==> src/rtl/my_sync_pkg.sv <==
// ---------------------------------------------------------------------------
// my_sync_pkg
// Shared types and default widths for the sync-wave controller.
//   CNT_W_DEF   : default half-period counter width
//   BURST_W_DEF : default burst length / period counter width
//   sync_state_e: controller FSM states
// ---------------------------------------------------------------------------
package my_sync_pkg;

  localparam int unsigned CNT_W_DEF   = 32;
  localparam int unsigned BURST_W_DEF = 16;

  typedef enum logic [1:0] {
    ST_IDLE  = 2'd0,
    ST_RUN   = 2'd1,
    ST_DRAIN = 2'd2
  } sync_state_e;

endpackage

==> src/rtl/my_sync_halfper_cnt.sv <==
// ---------------------------------------------------------------------------
// my_sync_halfper_cnt
// Loadable half-period counter: counts 0..period-1 while enabled and raises
// o_term during the last count, wrapping to 0 on the following edge.
//   i_clk, i_rst_n : clock, async active-low reset
//   i_clear        : force count to 0 (wins over enable)
//   i_enable       : advance the count
//   i_period       : half-period length in clocks
//   o_term         : terminal-count pulse (combinational, count == period-1)
// ---------------------------------------------------------------------------
module my_sync_halfper_cnt
  import my_sync_pkg::*;
#(
  parameter int unsigned CNT_W = CNT_W_DEF
) (
  input  logic             i_clk,
  input  logic             i_rst_n,
  input  logic             i_clear,
  input  logic             i_enable,
  input  logic [CNT_W-1:0] i_period,
  output logic             o_term
);

  logic [CNT_W-1:0] cnt_q, cnt_d;

  assign o_term = i_enable && (cnt_q == (i_period - CNT_W'(1)));

  always_comb begin
    cnt_d = cnt_q;
    if (i_clear)       cnt_d = '0;
    else if (i_enable) cnt_d = o_term ? '0 : cnt_q + CNT_W'(1);
  end

  always_ff @(posedge i_clk or negedge i_rst_n) begin
    if (!i_rst_n) cnt_q <= '0;
    else          cnt_q <= cnt_d;
  end

endmodule

==> src/rtl/my_sync_ctrl.sv <==
// ---------------------------------------------------------------------------
// my_sync_ctrl
// Square-wave sync generator with shadowed configuration, burst mode and a
// graceful stop. Config updates land only on falling toggles so the output
// never shows a partial half-period.
//   i_clk, i_rst_n         : clock, async active-low reset
//   i_cfg_valid/o_cfg_ready: config handshake into the shadow register
//   i_cfg_period           : half-period in clocks (0 = off)
//   i_cfg_burst            : full periods per run (0 = continuous)
//   i_start, i_stop        : run control pulses
//   o_sync, o_sync_edge    : sync wave and toggle strobe
//   o_busy, o_done         : RUN/DRAIN indicator, burst-complete pulse
//   o_period_cnt           : completed full periods in the current run
// ---------------------------------------------------------------------------
module my_sync_ctrl
  import my_sync_pkg::*;
#(
  parameter int unsigned CNT_W   = CNT_W_DEF,
  parameter int unsigned BURST_W = BURST_W_DEF
) (
  input  logic               i_clk,
  input  logic               i_rst_n,
  input  logic               i_cfg_valid,
  output logic               o_cfg_ready,
  input  logic [CNT_W-1:0]   i_cfg_period,
  input  logic [BURST_W-1:0] i_cfg_burst,
  input  logic               i_start,
  input  logic               i_stop,
  output logic               o_sync,
  output logic               o_sync_edge,
  output logic               o_busy,
  output logic               o_done,
  output logic [BURST_W-1:0] o_period_cnt
);

  sync_state_e state_q, state_d;

  logic               shd_empty_q, shd_empty_d;
  logic [CNT_W-1:0]   shd_per_q, shd_per_d, act_per_q, act_per_d;
  logic [BURST_W-1:0] shd_bst_q, shd_bst_d, act_bst_q, act_bst_d;
  logic               sync_q, sync_d, edge_q, edge_d;
  logic               busy_q, busy_d, done_q, done_d;
  logic [BURST_W-1:0] pcnt_q, pcnt_d;

  logic running, tc, fall, burst_hit, accept, apply, start_ok;

  assign running = (state_q != ST_IDLE);

  my_sync_halfper_cnt #(.CNT_W(CNT_W)) u_cnt (
    .i_clk    (i_clk),
    .i_rst_n  (i_rst_n),
    .i_clear  (!running),
    .i_enable (running),
    .i_period (act_per_q),
    .o_term   (tc)
  );

  assign fall      = tc && sync_q;
  // Burst length is judged against the config in force during this period.
  assign burst_hit = fall && (act_bst_q != '0) &&
                     ((pcnt_q + BURST_W'(1)) == act_bst_q);
  assign accept    = i_cfg_valid && shd_empty_q;
  // Shadow moves to active immediately when idle, else only on a falling
  // toggle so the new half-period starts on a clean boundary.
  assign apply     = !shd_empty_q && (!running || fall);
  assign start_ok  = i_start && !i_stop && (act_per_q != '0);

  // State register
  always_ff @(posedge i_clk or negedge i_rst_n) begin
    if (!i_rst_n) state_q <= ST_IDLE;
    else          state_q <= state_d;
  end

  // Next-state logic
  always_comb begin
    state_d = state_q;
    case (state_q)
      ST_IDLE:  if (start_ok) state_d = ST_RUN;
      ST_RUN: begin
        if (fall) begin
          // A stop landing on a falling edge ends the run right here.
          if (burst_hit || i_stop || (apply && shd_per_q == '0))
            state_d = ST_IDLE;
        end else if (i_stop) begin
          state_d = sync_q ? ST_DRAIN : ST_IDLE;
        end
      end
      ST_DRAIN: if (fall) state_d = ST_IDLE;
      default:  state_d = ST_IDLE;
    endcase
  end

  // Output / datapath next values
  always_comb begin
    sync_d = (state_d == ST_IDLE) ? 1'b0 : (tc ? ~sync_q : sync_q);
    edge_d = sync_d ^ sync_q;
    done_d = (state_q == ST_RUN) && burst_hit;
    busy_d = (state_d != ST_IDLE);
    pcnt_d = pcnt_q;
    if (state_q == ST_IDLE && state_d == ST_RUN) pcnt_d = '0;
    else if (fall)                                pcnt_d = pcnt_q + BURST_W'(1);

    shd_empty_d = shd_empty_q;
    shd_per_d   = shd_per_q;
    shd_bst_d   = shd_bst_q;
    act_per_d   = act_per_q;
    act_bst_d   = act_bst_q;
    // accept needs an empty shadow and apply a full one: never both.
    if (accept) begin
      shd_empty_d = 1'b0;
      shd_per_d   = i_cfg_period;
      shd_bst_d   = i_cfg_burst;
    end
    if (apply) begin
      shd_empty_d = 1'b1;
      act_per_d   = shd_per_q;
      act_bst_d   = shd_bst_q;
    end
  end

  always_ff @(posedge i_clk or negedge i_rst_n) begin
    if (!i_rst_n) begin
      shd_empty_q <= 1'b1;
      shd_per_q   <= '0;
      shd_bst_q   <= '0;
      act_per_q   <= '0;
      act_bst_q   <= '0;
      sync_q      <= 1'b0;
      edge_q      <= 1'b0;
      busy_q      <= 1'b0;
      done_q      <= 1'b0;
      pcnt_q      <= '0;
    end else begin
      shd_empty_q <= shd_empty_d;
      shd_per_q   <= shd_per_d;
      shd_bst_q   <= shd_bst_d;
      act_per_q   <= act_per_d;
      act_bst_q   <= act_bst_d;
      sync_q      <= sync_d;
      edge_q      <= edge_d;
      busy_q      <= busy_d;
      done_q      <= done_d;
      pcnt_q      <= pcnt_d;
    end
  end

  assign o_cfg_ready  = shd_empty_q;
  assign o_sync       = sync_q;
  assign o_sync_edge  = edge_q;
  assign o_busy       = busy_q;
  assign o_done       = done_q;
  assign o_period_cnt = pcnt_q;

endmodule

==> config.mk <==
export PLATFORM = sky130hd
export DESIGN_NAME = my_sync_ctrl
export DESIGN_NICKNAME = d
export VERILOG_FILES = /design/src/rtl/my_sync_pkg.sv /design/src/rtl/my_sync_halfper_cnt.sv /design/src/rtl/my_sync_ctrl.sv
export SDC_FILE = /design/constraint.sdc
export NUM_CORES = 1
export LEC_CHECK = 0
export CORE_MARGIN = 2
export CORE_UTILIZATION = 45
export DETAILED_ROUTE_END_ITERATION = 8
export PLACE_DENSITY = 0.75
export SETUP_SLACK_MARGIN = 0.5
export SLEW_MARGIN = 10
export SYNTH_ARGS = -nofsm -noshare
export SYNTH_HDL_FRONTEND = slang
export SYNTH_SLANG_ARGS = --single-unit
==> constraint.sdc <==
create_clock -name i_clk -period 4.8 [get_ports i_clk]
set_clock_uncertainty 0.05 [all_clocks]
set_input_delay 0.48 -clock i_clk [delete_from_list [all_inputs] [get_ports i_clk]]
set_output_delay 0.48 -clock i_clk [all_outputs]
set_load 0.01 [all_outputs]
==> results of run 1 <==
==> layout make-up <==
cell class / instances / area (um2) / share of cell area
sequential: 151 / 3780 / 0.388
clock inverter: 12 / 92.6 / 0.00951
clock buffer: 20 / 457 / 0.0469
timing repair buffer: 98 / 927 / 0.0952
tap: 225 / 282 / 0.0289
multi-input combinational: 524 / 4160 / 0.427
inverter: 10 / 37.5 / 0.00385
==> how the worst min path moves through the flow <==
stage	start	to	slack, ns
2_1_floorplan	i_rst_n	act_bst_q[0]	0.13
3_3_place_gp	shd_bst_q[13]	act_bst_q[13]	0.44
3_5_place_dp	shd_bst_q[2]	act_bst_q[2]	0.44
4_1_cts	i_rst_n	act_per_q[10]	0.19
5_1_grt	i_rst_n	shd_per_q[12]	0.25
6_report	i_rst_n	shd_per_q[12]	0.15
==> power by group <==
group,switching [uW],leakage (uW),internal [uW]
Clock,552,0.000260,694
Combinational,31.0,0.00218,37.7
Sequential,0,0.00200,1270
Total,583,0.00444,2000
==> stage by stage <==
step,setup WS (ns),util,power (uW)
after floorplan,0.393,-,1300
after global placement,0.387,0.517,1370
after detailed placement,0.261,0.517,1370
after CTS,0.512,0.558,2610
after global routing,0.402,0.561,2670
final,0.539,0.561,2590
==> placed cells by master, fill, tap and decap left out, types with 3 or more instances in the layout <==
cell             synthesis  final
xnor2_1                 57     57
a311oi_1                 3      3
clkdlybuf4s50_1          0     72
xor2_1                  46     46
or3_1                    9      9
and2_1                   5      5
nor3_2                  20     19
nand2b_1                 7      7
nor4_4                   2      3
dfrtp_1                150    148
o21ai_0                 14     14
buf_6                    3      3
nand4_1                 19     19
mux2_2                  92     92
clkbuf_16                0     17
clkinvlp_4               0      4
mux2i_1                  3      3
inv_1                   10      8
and4_1                   3      3
nand3_1                 21     21
nor3_1                  27     27
and3_1                  13     13
o211ai_1                 9      9
nand2_1                 30     29
buf_4                    0     23
inv_6                    0      4
nor4_2                   1      4
o41ai_1                  3      3
nor2b_1                  5      5
or4_1                    7      6
nor2_1                  44     43
a21oi_1                  9      8
nor4_1                  26     22
==> critical path, stage by stage (launching register included) <==
cell and delay [ns]:
dfrtp_1 0.39, buf_4 0.16, or4_1 0.57, o41ai_1 0.52, o211ai_1 0.17, a2111o_1 0.35
nor4_4 0.32, ha_4 0.19, buf_4 0.11, buf_6 0.16, o21ba_2 0.19, nand3_1 0.06
or3_1 0.35, a21oi_2 0.19, o21bai_2 0.11, mux2_2 0.27
==> per-layer routing <==
metal	track usage	share of wire	vias to the layer above
met5	0	0	-
met4	0.0836	0.027	0
met3	0.0386	0.042	42
met2	0.347	0.48	170
met1	0.276	0.45	2959
li1	-	-	2790
==> cell usage after synthesis, drive strengths merged, types with 10 or more instances <==
cell / count / share of area
dfrtp: 150 / 0.47
mux2: 92 / 0.13
xnor2: 57 / 0.062
nor3: 47 / 0.042
xor2: 46 / 0.050
nor2: 44 / 0.021
nand2: 30 / 0.014
nor4: 29 / 0.027
clkbuf: 26 / 0.012
nand3: 21 / 0.013
nand4: 19 / 0.015
o21ai: 14 / 0.0088
and3: 13 / 0.010
a21oi: 10 / 0.0067
inv: 10 / 0.0047
==> cells by family (layout without fill, tap and decap cells) <==
family / count (synthesis) / after routing / synth area share
xor gates and xnor gates: 103 / 103 / 0.113
muxes: 95 / 95 / 0.133
DFF: 151 / 151 / 0.472
AOI/OAI and AO/OA: 67 / 67 / 0.0620
and+or+nand+nor: 255 / 255 / 0.191
buffers and inverters: 43 / 140 / 0.0231
adders and majority gates: 4 / 4 / 0.00625
==> repair_timing <==
item | in CTS | in global routing
setup endpoints to repair | 48 | 52
pin swaps | 10 | 5
gates resized for setup | 13 | 10
setup buffers | 15 | 1
==> registers in the layout (all words and copies together), names as in the netlist, 2 cells and up <==
name and cells:
shd_per_q 32, u_cnt.cnt_q 32, act_bst_q 16, o_period_cnt 16, state_q 2, shd_bst_q 16
act_per_q 32
==> impl_metrics.toml, run 1 <==
[run_status]
status = "completed"

[routing]
routed_via_density = 5.73
drtPass1Iterations = 5
drc = 0
dr.first_iter.drc_count = 338
drt.antenna.violating_nets = 0
vias = 5961
wl_per_cell_um = 17.9
routed_wl_um = 18600

[critical_path]
r2r-start = "act_per_q[1]"
reg2reg_depth = 15
arrival_ns = 4.52
critPathRequiredTime_ns = 5.06
endpoint = "o_sync_edge"
crit_path_end_kind = "flip-flop"
r2r_end = "o_sync_edge"
critPathLaunch = "act_per_q[1]"
path_max_fanout = 14
reg2reg_slack_ns = 0.54
start_kind = "flip-flop"
critPathKind = "flip-flop to flip-flop"

[yosys]
synth_edf_count = 0
synth_ff_type = "dfrtp_1"
synthArstFlopShare = 1.00
syn-num-nets = 775
netlist_area_um2 = 8010
yosysSeqAreaShare = 0.472
synth_seq_cells = 151
synthCells = 718
ys_warn_count = 0
yosysUniqueCellTypes = 64
syn_area_per_cell_um2 = 11.2

[clocking]
cts_buffers = 17
h-tree-depth = 4
clock_sinks = 151
cts_buffer_depth = 2
cts_tree = "built"
hold_buffers = 0
cts_root_buffer = "clkbuf_16"
path_clk_slew_ns = 0.06
clk_latency_ns = 0.43

[sta]
report.final.slew_viol_count = 0
setup_viol = 0
timing.max_slew.rel_slack = 0.328
final-hold-violation-count = 0
tightest_slew_ns = 1.01
min_period_ns = 4.26
period_share = 0.888
hold_slack_ns = 0.152
setup-tns-final_ns = 0
rsz0062_at_grt = "yes"
fmax_mhz = 235

[finish]
syn_to_final_growth_pct = 21.6
finish.instance_area_um2 = 9740
antenna_cells = 0
layout.nets = 859
drive_above_1_share = 0.248
fillers = 1404
stdcell_count = 1040

[pwr]
cellPowerDensity_nw_per_um2 = 266
ir_drop_uv = 206
leakage_uw = 0.00444

[global_routing]
grt_pass1_vias = 5978
grt_max_degree = 113
grt.total_usage = 0.211
grt_pass1_wl_um = 30800
antenna_found_initial = 0
grt_overflow_total = 0

[die]
rows = 48
ios = 74
die-area_um2 = 18900
die_w_um = 137
initial_core_util = 0.461
die_y_um = 137
core_area_um2 = 17400

[placed_design]
hpwlAfterDp_um = 12600
dp_cells = 992
post_dp_cell_area_um2 = 8970
io_buffers = 73
gp_congestion = 0.881

[hold_path]
hold_class = "input port to async pin"

[run]
cap_violations = 0
(Power assumes the default switching activity.)
==> run 2, diff against run 1 <==
--- a/config.mk
+++ b/config.mk
@@ -5,10 +5,12 @@
 export SDC_FILE = /design/constraint.sdc
 export NUM_CORES = 1
 export LEC_CHECK = 0
+export CAP_MARGIN = 15
 export CORE_MARGIN = 2
 export CORE_UTILIZATION = 45
 export DETAILED_ROUTE_END_ITERATION = 8
 export PLACE_DENSITY = 0.75
+export REMOVE_ABC_BUFFERS = 1
 export SETUP_SLACK_MARGIN = 0.5
 export SLEW_MARGIN = 10
 export SYNTH_ARGS = -nofsm -noshare
==> run 2 against run 1 <==
First-iteration DRC count rose by 11%; sequential power hardly changed; sequential share of layout area is 0.65 points lower; die area stayed put; combinational power shrank 0.6%; final cell count up 0.58%; via count increased by 0.12%; power rose by 5.8%; clock power up 12%; sequential cell count is the same; non-clock buffer count grew 6.
==> impl_metrics.toml, run 2 (synthesized netlist as in run 1, its figures left out) <==
[run_status]
status = "completed"

[routing]
drtPass1Iterations = 4
dr.first_iter.drc_count = 374
routed_via_density = 5.71
vias = 5968
drc = 0
wl_per_cell_um = 18.1
drt.antenna.violating_nets = 0
routed_wl_um = 18900

[global_routing]
grt_max_degree = 107
grt_pass1_wl_um = 30600
antenna_found_initial = 0
grt.total_usage = 0.209
grt_pass1_vias = 6114
grt_overflow_total = 0

[sta]
rsz0062_at_grt = "yes"
period_share = 0.908
report.final.slew_viol_count = 0
tightest_slew_ns = 1.00
min_period_ns = 4.36
hold_slack_ns = 0.0818
setup_viol = 0
final-hold-violation-count = 0
fmax_mhz = 230
timing.max_slew.rel_slack = 0.333
setup_ws_ns = 0.444

[clocking]
cts_root_buffer = "clkbuf_16"
hold_buffers = 0
clk_latency_ns = 0.43
clock_sinks = 151
cts_tree = "built"
h-tree-depth = 4
cts_buffer_depth = 2
path_clk_slew_ns = 0.06
cts_buffers = 17

[finish]
final_common_cell = "dfrtp_1"
finish.instance_area_um2 = 9910
mostFrequentLayoutCells = "dfrtp_1, mux2_2, clkdlybuf4s50_1"
antenna_cells = 0
drive_above_1_share = 0.262
layout.nets = 865
stdcell_count = 1046
reg.largest.list = "act_per_q x32, shd_per_q x32, u_cnt.cnt_q x32"
syn_to_final_growth_pct = 23.7

[pwr]
ir_drop_uv = 245
cellPowerDensity_nw_per_um2 = 276
leakage_uw = 0.00453

[critical_path]
path_max_fanout = 4
critPathLaunch = "act_per_q[24]"
start_kind = "flip-flop"
arrival_ns = 4.62
critPathRequiredTime_ns = 5.06
r2r-start = "act_per_q[24]"
crit_path_end_kind = "flip-flop"
critPathKind = "flip-flop to flip-flop"

[die]
die_w_um = 137
rows = 48
die_y_um = 137
ios = 74
initial_core_util = 0.461
core_area_um2 = 17400
die-area_um2 = 18900

[hold_path]
hold_class = "input port to async pin"

[placed_design]
hpwlAfterDp_um = 12900
gp_congestion = 0.925
dp_slack_ns = -0.0682
post_dp_cell_area_um2 = 8970
io_buffers = 73
dp_cells = 995

[run]
cap_violations = 0
==> run 2: critical path: stages (launching register included) <==
cell	delay, ns
dfrtp_1	0.41
or4_4	0.56
or4_4	0.45
or3_1	0.33
a21oi_2	0.16
o221ai_2	0.13
nor4_4	0.36
ha_2	0.29
nand3_2	0.09
nor4b_2	0.25
or4bb_4	0.49
nor4_4	0.27
o21bai_2	0.12
mux2_2	0.28
==> run 2: final timing paths <==
path | endpoint | slack, ns | cells after the start
min in group i_clk | act_bst_q[13] | 0.44 | 2
hold reg to reg | act_bst_q[13] | 0.44 | 2
max in group asynchronous | act_per_q[22] | 3.46 | 2
hold / removal | act_per_q[3] | 0.08 | 1
setup reg to reg | o_sync_edge | 0.44 | 13
setup / recovery | o_sync_edge | 0.44 | 13
==> run 2: stage by stage <==
| stage | TNS (ns) | util | power, uW |
|---|---|---|---|
| detailed placement | -0.0682 | 0.517 | 1370 |
| CTS | 0 | 0.563 | 2760 |
| global route | 0 | 0.571 | 2820 |
| finish | 0 | 0.571 | 2740 |
| global placement | 0 | 0.517 | 1370 |
| floorplan | -40.03 | - | 1300 |
==> run 2: what timing repair did <==
item | CTS | global route
buffers inserted | 14 | 5
pin swaps | 14 | 14
setup endpoints to repair | 53 | 47
resized for setup | 17 | 18
==> run 2: routing by layer <==
layer	routed length, um	part of all wire	track usage
met2	9490	0.50	0.355
met3	983	0.052	0.0434
met4	456	0.024	0.0739
met1	7960	0.42	0.266
met5	0	0	0
==> run 2: report_power, final <==
part | total [uW] | internal (uW) | switching [uW] | leakage, uW
registers | 1270 | 1270 | 0 | 0.00199
logic | 68.3 | 37.6 | 30.6 | 0.00223
clock network | 1400 | 829 | 567 | 0.000299
total | 2740 | 2140 | 598 | 0.00453
==> run 2: final cells by class <==
class	instances	area (um2)
clock inverter	15	194
tap	225	282
inverter	10	37.5
timing repair buffer	104	972
fill	1399	7450
sequential	151	3780
multi-input combinational	524	4210
clock buffer	17	425
